<file path="src/rtl/pwm_seq.sv">
// Command sequencer for one PWM channel: turns host commands into single-cycle
// register writes and runs autonomous compare-value ramps toward a target.
module pwm_seq #(
    parameter int W = 16
) (
    input  logic         clk,
    input  logic         rst,
    input  logic         cmd_valid,
    output logic         cmd_ready,
    input  logic [1:0]   cmd_op,
    input  logic [W-1:0] cmd_data,
    input  logic [W-1:0] cmd_step,
    input  logic [W-1:0] cmd_interval,
    input  logic         cmd_abort,
    output logic [W-1:0] pwm_d,
    output logic [1:0]   pwm_sel,
    output logic         busy,
    output logic [W-1:0] cur_cmp
);

    typedef enum logic [1:0] {IDLE, WRITE, RAMP_WAIT, RAMP_WRITE} state_t;

    localparam logic [1:0] OP_SET_TOP  = 2'd0;
    localparam logic [1:0] OP_SET_CMP  = 2'd1;
    localparam logic [1:0] OP_RAMP_CMP = 2'd2;
    localparam logic [1:0] SEL_NONE    = 2'd0;
    localparam logic [1:0] SEL_CMP     = 2'd1;
    localparam logic [1:0] SEL_TOP     = 2'd2;
    localparam logic [1:0] SEL_CNT     = 2'd3;
    localparam logic [W-1:0] ONE       = W'(1);

    state_t       state, state_nx;
    logic [W-1:0] timer, timer_nx;
    logic [W-1:0] target, target_nx;
    logic [W-1:0] step, step_nx;
    logic [W-1:0] interval, interval_nx;
    logic [W-1:0] pwm_d_nx, cur_cmp_nx;
    logic [1:0]   pwm_sel_nx;
    logic [W:0]   up_gap, down_gap;
    logic [W-1:0] ramp_next;

    assign cmd_ready = (state == IDLE) && !rst;
    assign busy      = (state != IDLE);

    // Gaps are one bit wider so the clamp to target can never overshoot or wrap.
    always_comb begin
        up_gap   = {1'b0, target} - {1'b0, cur_cmp};
        down_gap = {1'b0, cur_cmp} - {1'b0, target};
        if (cur_cmp < target)
            ramp_next = (up_gap <= {1'b0, step}) ? target : cur_cmp + step;
        else
            ramp_next = (down_gap <= {1'b0, step}) ? target : cur_cmp - step;
    end

    always_ff @(posedge clk) begin
        if (rst) begin
            state    <= IDLE;
            timer    <= '0;
            target   <= '0;
            step     <= '0;
            interval <= '0;
            pwm_d    <= '0;
            pwm_sel  <= SEL_NONE;
            cur_cmp  <= '0;
        end else begin
            state    <= state_nx;
            timer    <= timer_nx;
            target   <= target_nx;
            step     <= step_nx;
            interval <= interval_nx;
            pwm_d    <= pwm_d_nx;
            pwm_sel  <= pwm_sel_nx;
            cur_cmp  <= cur_cmp_nx;
        end
    end

    always_comb begin
        state_nx    = state;
        timer_nx    = timer;
        target_nx   = target;
        step_nx     = step;
        interval_nx = interval;
        pwm_d_nx    = pwm_d;
        pwm_sel_nx  = SEL_NONE;
        cur_cmp_nx  = cur_cmp;
        case (state)
            IDLE: begin
                if (cmd_valid && cmd_ready) begin
                    case (cmd_op)
                        OP_SET_TOP: begin
                            pwm_sel_nx = SEL_TOP;
                            pwm_d_nx   = cmd_data;
                            state_nx   = WRITE;
                        end
                        OP_SET_CMP: begin
                            pwm_sel_nx = SEL_CMP;
                            pwm_d_nx   = cmd_data;
                            cur_cmp_nx = cmd_data;
                            state_nx   = WRITE;
                        end
                        OP_RAMP_CMP: begin
                            target_nx   = cmd_data;
                            step_nx     = (cmd_step == '0) ? ONE : cmd_step;
                            interval_nx = cmd_interval;
                            if (cmd_data != cur_cmp) begin
                                timer_nx = cmd_interval;
                                state_nx = RAMP_WAIT;
                            end
                        end
                        default: begin
                            pwm_sel_nx = SEL_CNT;
                            pwm_d_nx   = cmd_data;
                            state_nx   = WRITE;
                        end
                    endcase
                end
            end
            WRITE: state_nx = IDLE;
            RAMP_WAIT: begin
                if (cmd_abort) begin
                    state_nx = IDLE;
                end else if (timer == '0) begin
                    pwm_sel_nx = SEL_CMP;
                    pwm_d_nx   = ramp_next;
                    cur_cmp_nx = ramp_next;
                    state_nx   = RAMP_WRITE;
                end else begin
                    timer_nx = timer - ONE;
                end
            end
            RAMP_WRITE: begin
                if (cmd_abort || (cur_cmp == target)) begin
                    state_nx = IDLE;
                end else begin
                    timer_nx = interval;
                    state_nx = RAMP_WAIT;
                end
            end
            default: state_nx = IDLE;
        endcase
    end

endmodule

</file>
<file path="config.mk">
export PLATFORM = sky130hd
export DESIGN_NAME = pwm_seq
export DESIGN_NICKNAME = d
export VERILOG_FILES = /design/src/rtl/pwm_seq.sv
export SDC_FILE = /design/constraint.sdc
export NUM_CORES = 1
export LEC_CHECK = 0
export ABC_CLOCK_PERIOD_IN_PS = 4400
export BUFFER_PORTS_ARGS = -buffer_cell sky130_fd_sc_hd__buf_2
export CORE_UTILIZATION = 30
export CTS_CLUSTER_DIAMETER = 120
export DETAILED_ROUTE_END_ITERATION = 16
export GPL_TIMING_DRIVEN = 0
export REMOVE_ABC_BUFFERS = 1
export SLEW_MARGIN = 20
export SYNTH_ARGS = -nofsm -noshare
export SYNTH_HDL_FRONTEND = slang
export SYNTH_SLANG_ARGS = --single-unit
</file>
<file path="constraint.sdc">
create_clock -name clk -period 4.4 [get_ports clk]
set_input_delay 0.88 -clock clk [delete_from_list [all_inputs] [get_ports clk]]
set_output_delay 0.88 -clock clk [all_outputs]
set_load 0.02 [all_outputs]
</file>
* Yosys cells after proc, flatten, opt, wreduce, memory -nomap -nowiden
Index checks and enable logic that the tools add are counted.
** Storage, ports and cells
- Bits of input ports :: 54
- Word-level logic and storage cells :: 81
- Register bits after elaboration :: 100
- Output and inout bits :: 36
** Operators by class
- Reduce and logical (&&, ||, !) cells :: 16
- Mux-type cells :: 31
- $lt $le $gt $ge :: 3
- Add/sub/neg operators :: 5
- Equality and inequality tests :: 18
** Operators with widths (count)
- $mux 16 :: 16
- $pmux 16 s2 :: 2
- $pmux 16 s3 :: 1
- $le 17x16->1 :: 2
- $sub 16x16->17 :: 2
- $logic_not 16->1 :: 2
- $add 16x16->16 :: 1
- $eq 16x16->1 :: 1
- $lt 16x16->1 :: 1
- $ne 16x16->1 :: 1
- $sub 16x1->16 const B :: 1
- $sub 16x16->16 :: 1
- $mux 2 :: 7
- $ne 2x2->1 const B :: 5
- $reduce_and 5->1 :: 2
- $ne 2x1->1 const B :: 4
- $pmux 2 s4 :: 1
- $reduce_and 7->1 :: 1
- $eq 2x2->1 const B :: 3
- $ne 3x3->1 const B :: 2
- $pmux 2 s3 :: 1
- $reduce_and 3->1 :: 2
- $eq 2x1->1 const B :: 2
- $logic_not 2->1 :: 2
- other kinds (7) :: 10

* Depth between registers and ports, before layout
- Word-level depth :: 7
- Depth in mapped cells :: 22
- Depth with buffers taken out :: 21

* Least setup slack after synthesis
Ideal clock, no wire load.
- Path kind :: register to register
- Start point :: register cur_cmp[1]
- End point :: register cur_cmp[10]
- Path slack :: -0.182 ns
- Data required time :: 4.268 ns
- Cell stages (with the launch flop) :: 19
- Path buffers :: 1
- Setup time :: 0.132 ns
- Clock period less this slack :: 4.582 ns
- Arrival time :: 4.449 ns
- Path through :: dfxtp_1 -> inv_1 -> ha_1 -> nor2b_1 -> o31a_1 -> o41ai_4 -> o31ai_4 -> a21o_1 -> a21o_1 -> xor2_1 -> ha_1 -> nand4_1 -> o311ai_0 -> a32oi_2 -> mux2_4 -> buf_6 -> and2_1 -> o311ai_0 -> a21oi_1
** Between the ends
- Cells in the longest elaborated chain, start to end :: 7
- Elaborated cells on any way between the ends :: 13
- Those cells by class :: add/sub (4); order compare (3); mux (6)
** RTL lines
- start, declared :: RTL line 18 : output logic [W-1:0] cur_cmp
- start signal, assigned :: RTL line 73 : cur_cmp <= cur_cmp_nx;
- $sub 16x16->17, on equally long branches :: RTL line 48, 47
- $le 17x16->1, on equally long branches :: RTL line 52, 50
- $mux 16, on equally long branches :: RTL line 52, 50
- $mux 16 (*) :: RTL line 49 : if (cur_cmp < target)
- $mux 16 (*) :: RTL line 122 : end else if (timer == '0) begin
- $mux 16 (*) :: RTL line 120 : if (cmd_abort) begin
- $pmux 16 s2 (*) :: RTL line 86 : case (state)
Mark *: on every way between the ends. The rest lies on a longest branch, timed or not. The select of a mux whose other input is x is not followed.
A chain may end at the register's enable or synchronous reset.

* Worst setup path after layout
- Start point :: register target[0]
- End point :: register cur_cmp[7]
** Between the ends
- Cells in the longest elaborated chain, start to end :: 7
- Elaborated cells on any way between the ends :: 11
- Those cells by class :: add/sub (2); order compare (3); mux (6)
** RTL lines
- start, declared :: RTL line 34 : logic [W-1:0] target, target_nx;
- start signal, assigned :: RTL line 68 : target <= target_nx;
- $sub 16x16->17, on equally long branches :: RTL line 48, 47
- $le 17x16->1, on equally long branches :: RTL line 52, 50
- $mux 16, on equally long branches :: RTL line 52, 50
- $mux 16 (*) :: RTL line 49
- $mux 16 (*) :: RTL line 122
- $mux 16 (*) :: RTL line 120
- $pmux 16 s2 (*) :: RTL line 86
Marked as above.

==> results.tsv <==
metric	value	unit
drv_cap	0	
port_buffers	89	
die-area	0.0291	mm²
antenna_found_initial	3	
violations	setup timing	
finalWeightedCongestion	0.900	
required	4650	ps
placement_rows	61	
wire_per_inst	17.9	µm
post-route-min-period	4600	ps
core_area	0.0279	mm²
syn_area	0.00853	mm²
viasPerCell	5.27	
pwr_density_cell	347	mW/mm²
drtIter0Drc	417	
netlist-cell-type-count	75	
min_period_over_period	105	%
crit_fanout	8	
yosysMostFrequentCell	nand2_1	
status	complete, but fails checks	
avgSynthCellArea	7.63	µm²
dr.pass1.iters	6	
netlist_top_cells_count	nand2_1, a21oi_1, dfxtp_1	
start_kind	flip-flop	
worst_clock_skew	15.4	ps
slowest_stage	fa_2	
rsz0062_at_grt	yes	
synth-edff-count	0	
max-vdd-ir-drop	0.206	mV
path_delay_family	compound AO/OA/AOI/OAI gates	
critPathMaxStageDelay	420	ps
cts-buffers-inserted	9	
final_nets	1366	
die_y	171	µm
cts_tree	done	
yosysTopAreaCell	dfxtp_1	
place_ws	-1440	ps
grt_max_degree	54	
cts_max_level	3	
cts_max_path_buffers	2	
clock-sinks	100	
grt_first_pass_wirelength	44400	µm
dominantRegCellSynth	dfxtp_1	
fin_ws	-201	ps
cts.reportedPaths.clkPinSlew	80	ps
end_kind	flip-flop	
utilization	38.6	%
arrival	4860	ps
synth_seq_area_share	23.5	%
tightest_slew	1110	ps
ys_seq_elements	100	
synthDominantCellAreaShare	23.5	%
drc_errors	0	
grt-ovfl-total	0	
area_growth	26.0	%
die_w	171	µm
cts_hold_buf	0	
synth-async-reset-ratio	0	%
routed_wl	28500	µm
slew_viol_final	0	
insertion_delay	360	ps
slew_headroom	25.9	%
grtUsageTotal	19.6	%
worst-path-buf-inv	4	
start_util	30.6	%
num_vias	8399	
fmax	0.217	GHz
synth-warning-count	0	
netlist_instances	1118	
crit_type	flip-flop to flip-flop	
min_path_type	flip-flop to flip-flop	
ant_nets	0	
root_buffer	clkbuf_16	
hpwl	20800	µm
io_pins	90	
synth_area_leaders	dfxtp_1, ha_1, nand2_1, a21oi_1, nor2_1	
path_cells	buf_6 -> ha_4 -> inv_2 -> fa_2 -> a211oi_2 -> buf_4 -> o21bai_1 -> a21oi_1 -> xnor2_1 -> ha_1 -> a211oi_2 -> nor2_2 -> a2111oi_4 -> o311ai_2 -> a32oi_2 -> buf_4 -> nor2_4 -> a222oi_1 -> mux2i_1 -> a211oi_1	
hold_viol	0	
holdWs	455	ps
layout-drive-gt1-share	24.3	%
power	3.73	mW
p_leak	4.31	nW
grt_pass1_vias	8153	
finalSetupViolCount	29	
-- layer usage --
metal | track usage, % | vias up | wire, µm
met5 | 0 | - | 13
met4 | 8.93 | 2 | 1060
met3 | 2.17 | 54 | 1210
met2 | 33.7 | 222 | 13800
met1 | 24.6 | 3988 | 12400
li1 | - | 4133 | -
-- per-stage QoR --
step	cell area (µm²)	instances	TNS, ps
2_1_floorplan	8250	1054	-1880
3_3_place_gp	9170	1521	-103840
3_5_place_dp	9280	1525	-40350
4_1_cts	10300	1578	-2060
5_1_grt	10700	1594	-9000
6_report	10700	1595	-2490
-- tightest hold or removal path, cell delays in order (launching register included) --
cell     delay [ps]
dfxtp_1         310
nand2_1          50
a21oi_1          50
-- repair_timing --
item / 4_1_cts / 5_1_grt
setup endpoints to repair: 32 / 32
pin swaps: 55 / 67
endpoints found under the hold margin: 0 / 0
gates resized for setup: 92 / 70
setup buffers: 38 / 18
-- power by group --
group / switching, mW / leakage, nW / internal, mW / total (mW)
logic: 1.02 / 3.34 / 0.878 / 1.90
clock network: 0.384 / 0.145 / 0.461 / 0.845
registers: 0.0470 / 0.821 / 0.936 / 0.983
total: 1.45 / 4.31 / 2.28 / 3.73
-- cells by family (layout without fill, tap and decap cells) --
logic type                 after synthesis  after routing  share of synthesized area [%]
buffers and inverters                  139            237                           6.54
and+or+nand+nor                        361            361                           19.1
AOI/OAI and AO/OA                      328            328                           26.2
adders and majority gates              101            101                           15.2
other                                    0              1                              0
muxes                                   23             23                           2.76
xor gates and xnor gates                66             66                           6.78
DFF                                    100            100                           23.5
-- placed cells by master (no fill, tap or decap), types with 6 or more instances in the layout --
master / Yosys / final
nand2_1: 154 / 150
a21oi_1: 111 / 102
buf_2: 10 / 88
nor2_1: 93 / 86
dfxtp_1: 100 / 84
ha_1: 97 / 83
inv_1: 74 / 67
o21ai_0: 47 / 41
buf_4: 2 / 39
xnor2_1: 38 / 38
xor2_1: 28 / 28
a21o_1: 25 / 25
nor3_1: 30 / 23
a211oi_1: 31 / 20
mux2i_1: 22 / 18
o211ai_1: 14 / 14
o21a_1: 12 / 12
nand3_1: 14 / 12
nand4_1: 11 / 11
a211oi_2: 0 / 10
buf_6: 2 / 10
nand2b_1: 9 / 9
nor4_1: 9 / 9
ha_4: 0 / 9
clkbuf_16: 0 / 9
dfxtp_2: 0 / 9
a21oi_2: 0 / 8
nor3_2: 1 / 8
o21bai_1: 7 / 7
a211o_1: 7 / 7
dfxtp_4: 0 / 7
or3_1: 6 / 6
and3_1: 6 / 6
-- layout make-up --
| type | instances | area, µm² |
|---|---|---|
| clock inverter | 6 | 71.3 |
| timing repair buffer | 146 | 1020 |
| multi-input combinational | 879 | 6610 |
| clock buffer | 10 | 239 |
| tap | 378 | 473 |
| sequential | 100 | 2040 |
| fill | 2834 | 17100 |
| inverter | 75 | 288 |
| antenna | 1 | 2.50 |
-- flip-flops by register name, summed over array words and instances (netlist names) --
register	cells
cur_cmp	16
interval	16
pwm_d	16
pwm_sel	2
state	2
step	16
target	16
timer	16
-- final timing paths --
kind,start,to,slack (ps),cells after the start
setup reg to reg,target[0],cur_cmp[7],-200,20
hold / removal,interval[4],interval[4],450,2
setup / recovery,target[0],cur_cmp[7],-200,20
hold reg to reg,interval[4],interval[4],450,2
Note: power is estimated with default switching activity, not from simulation.
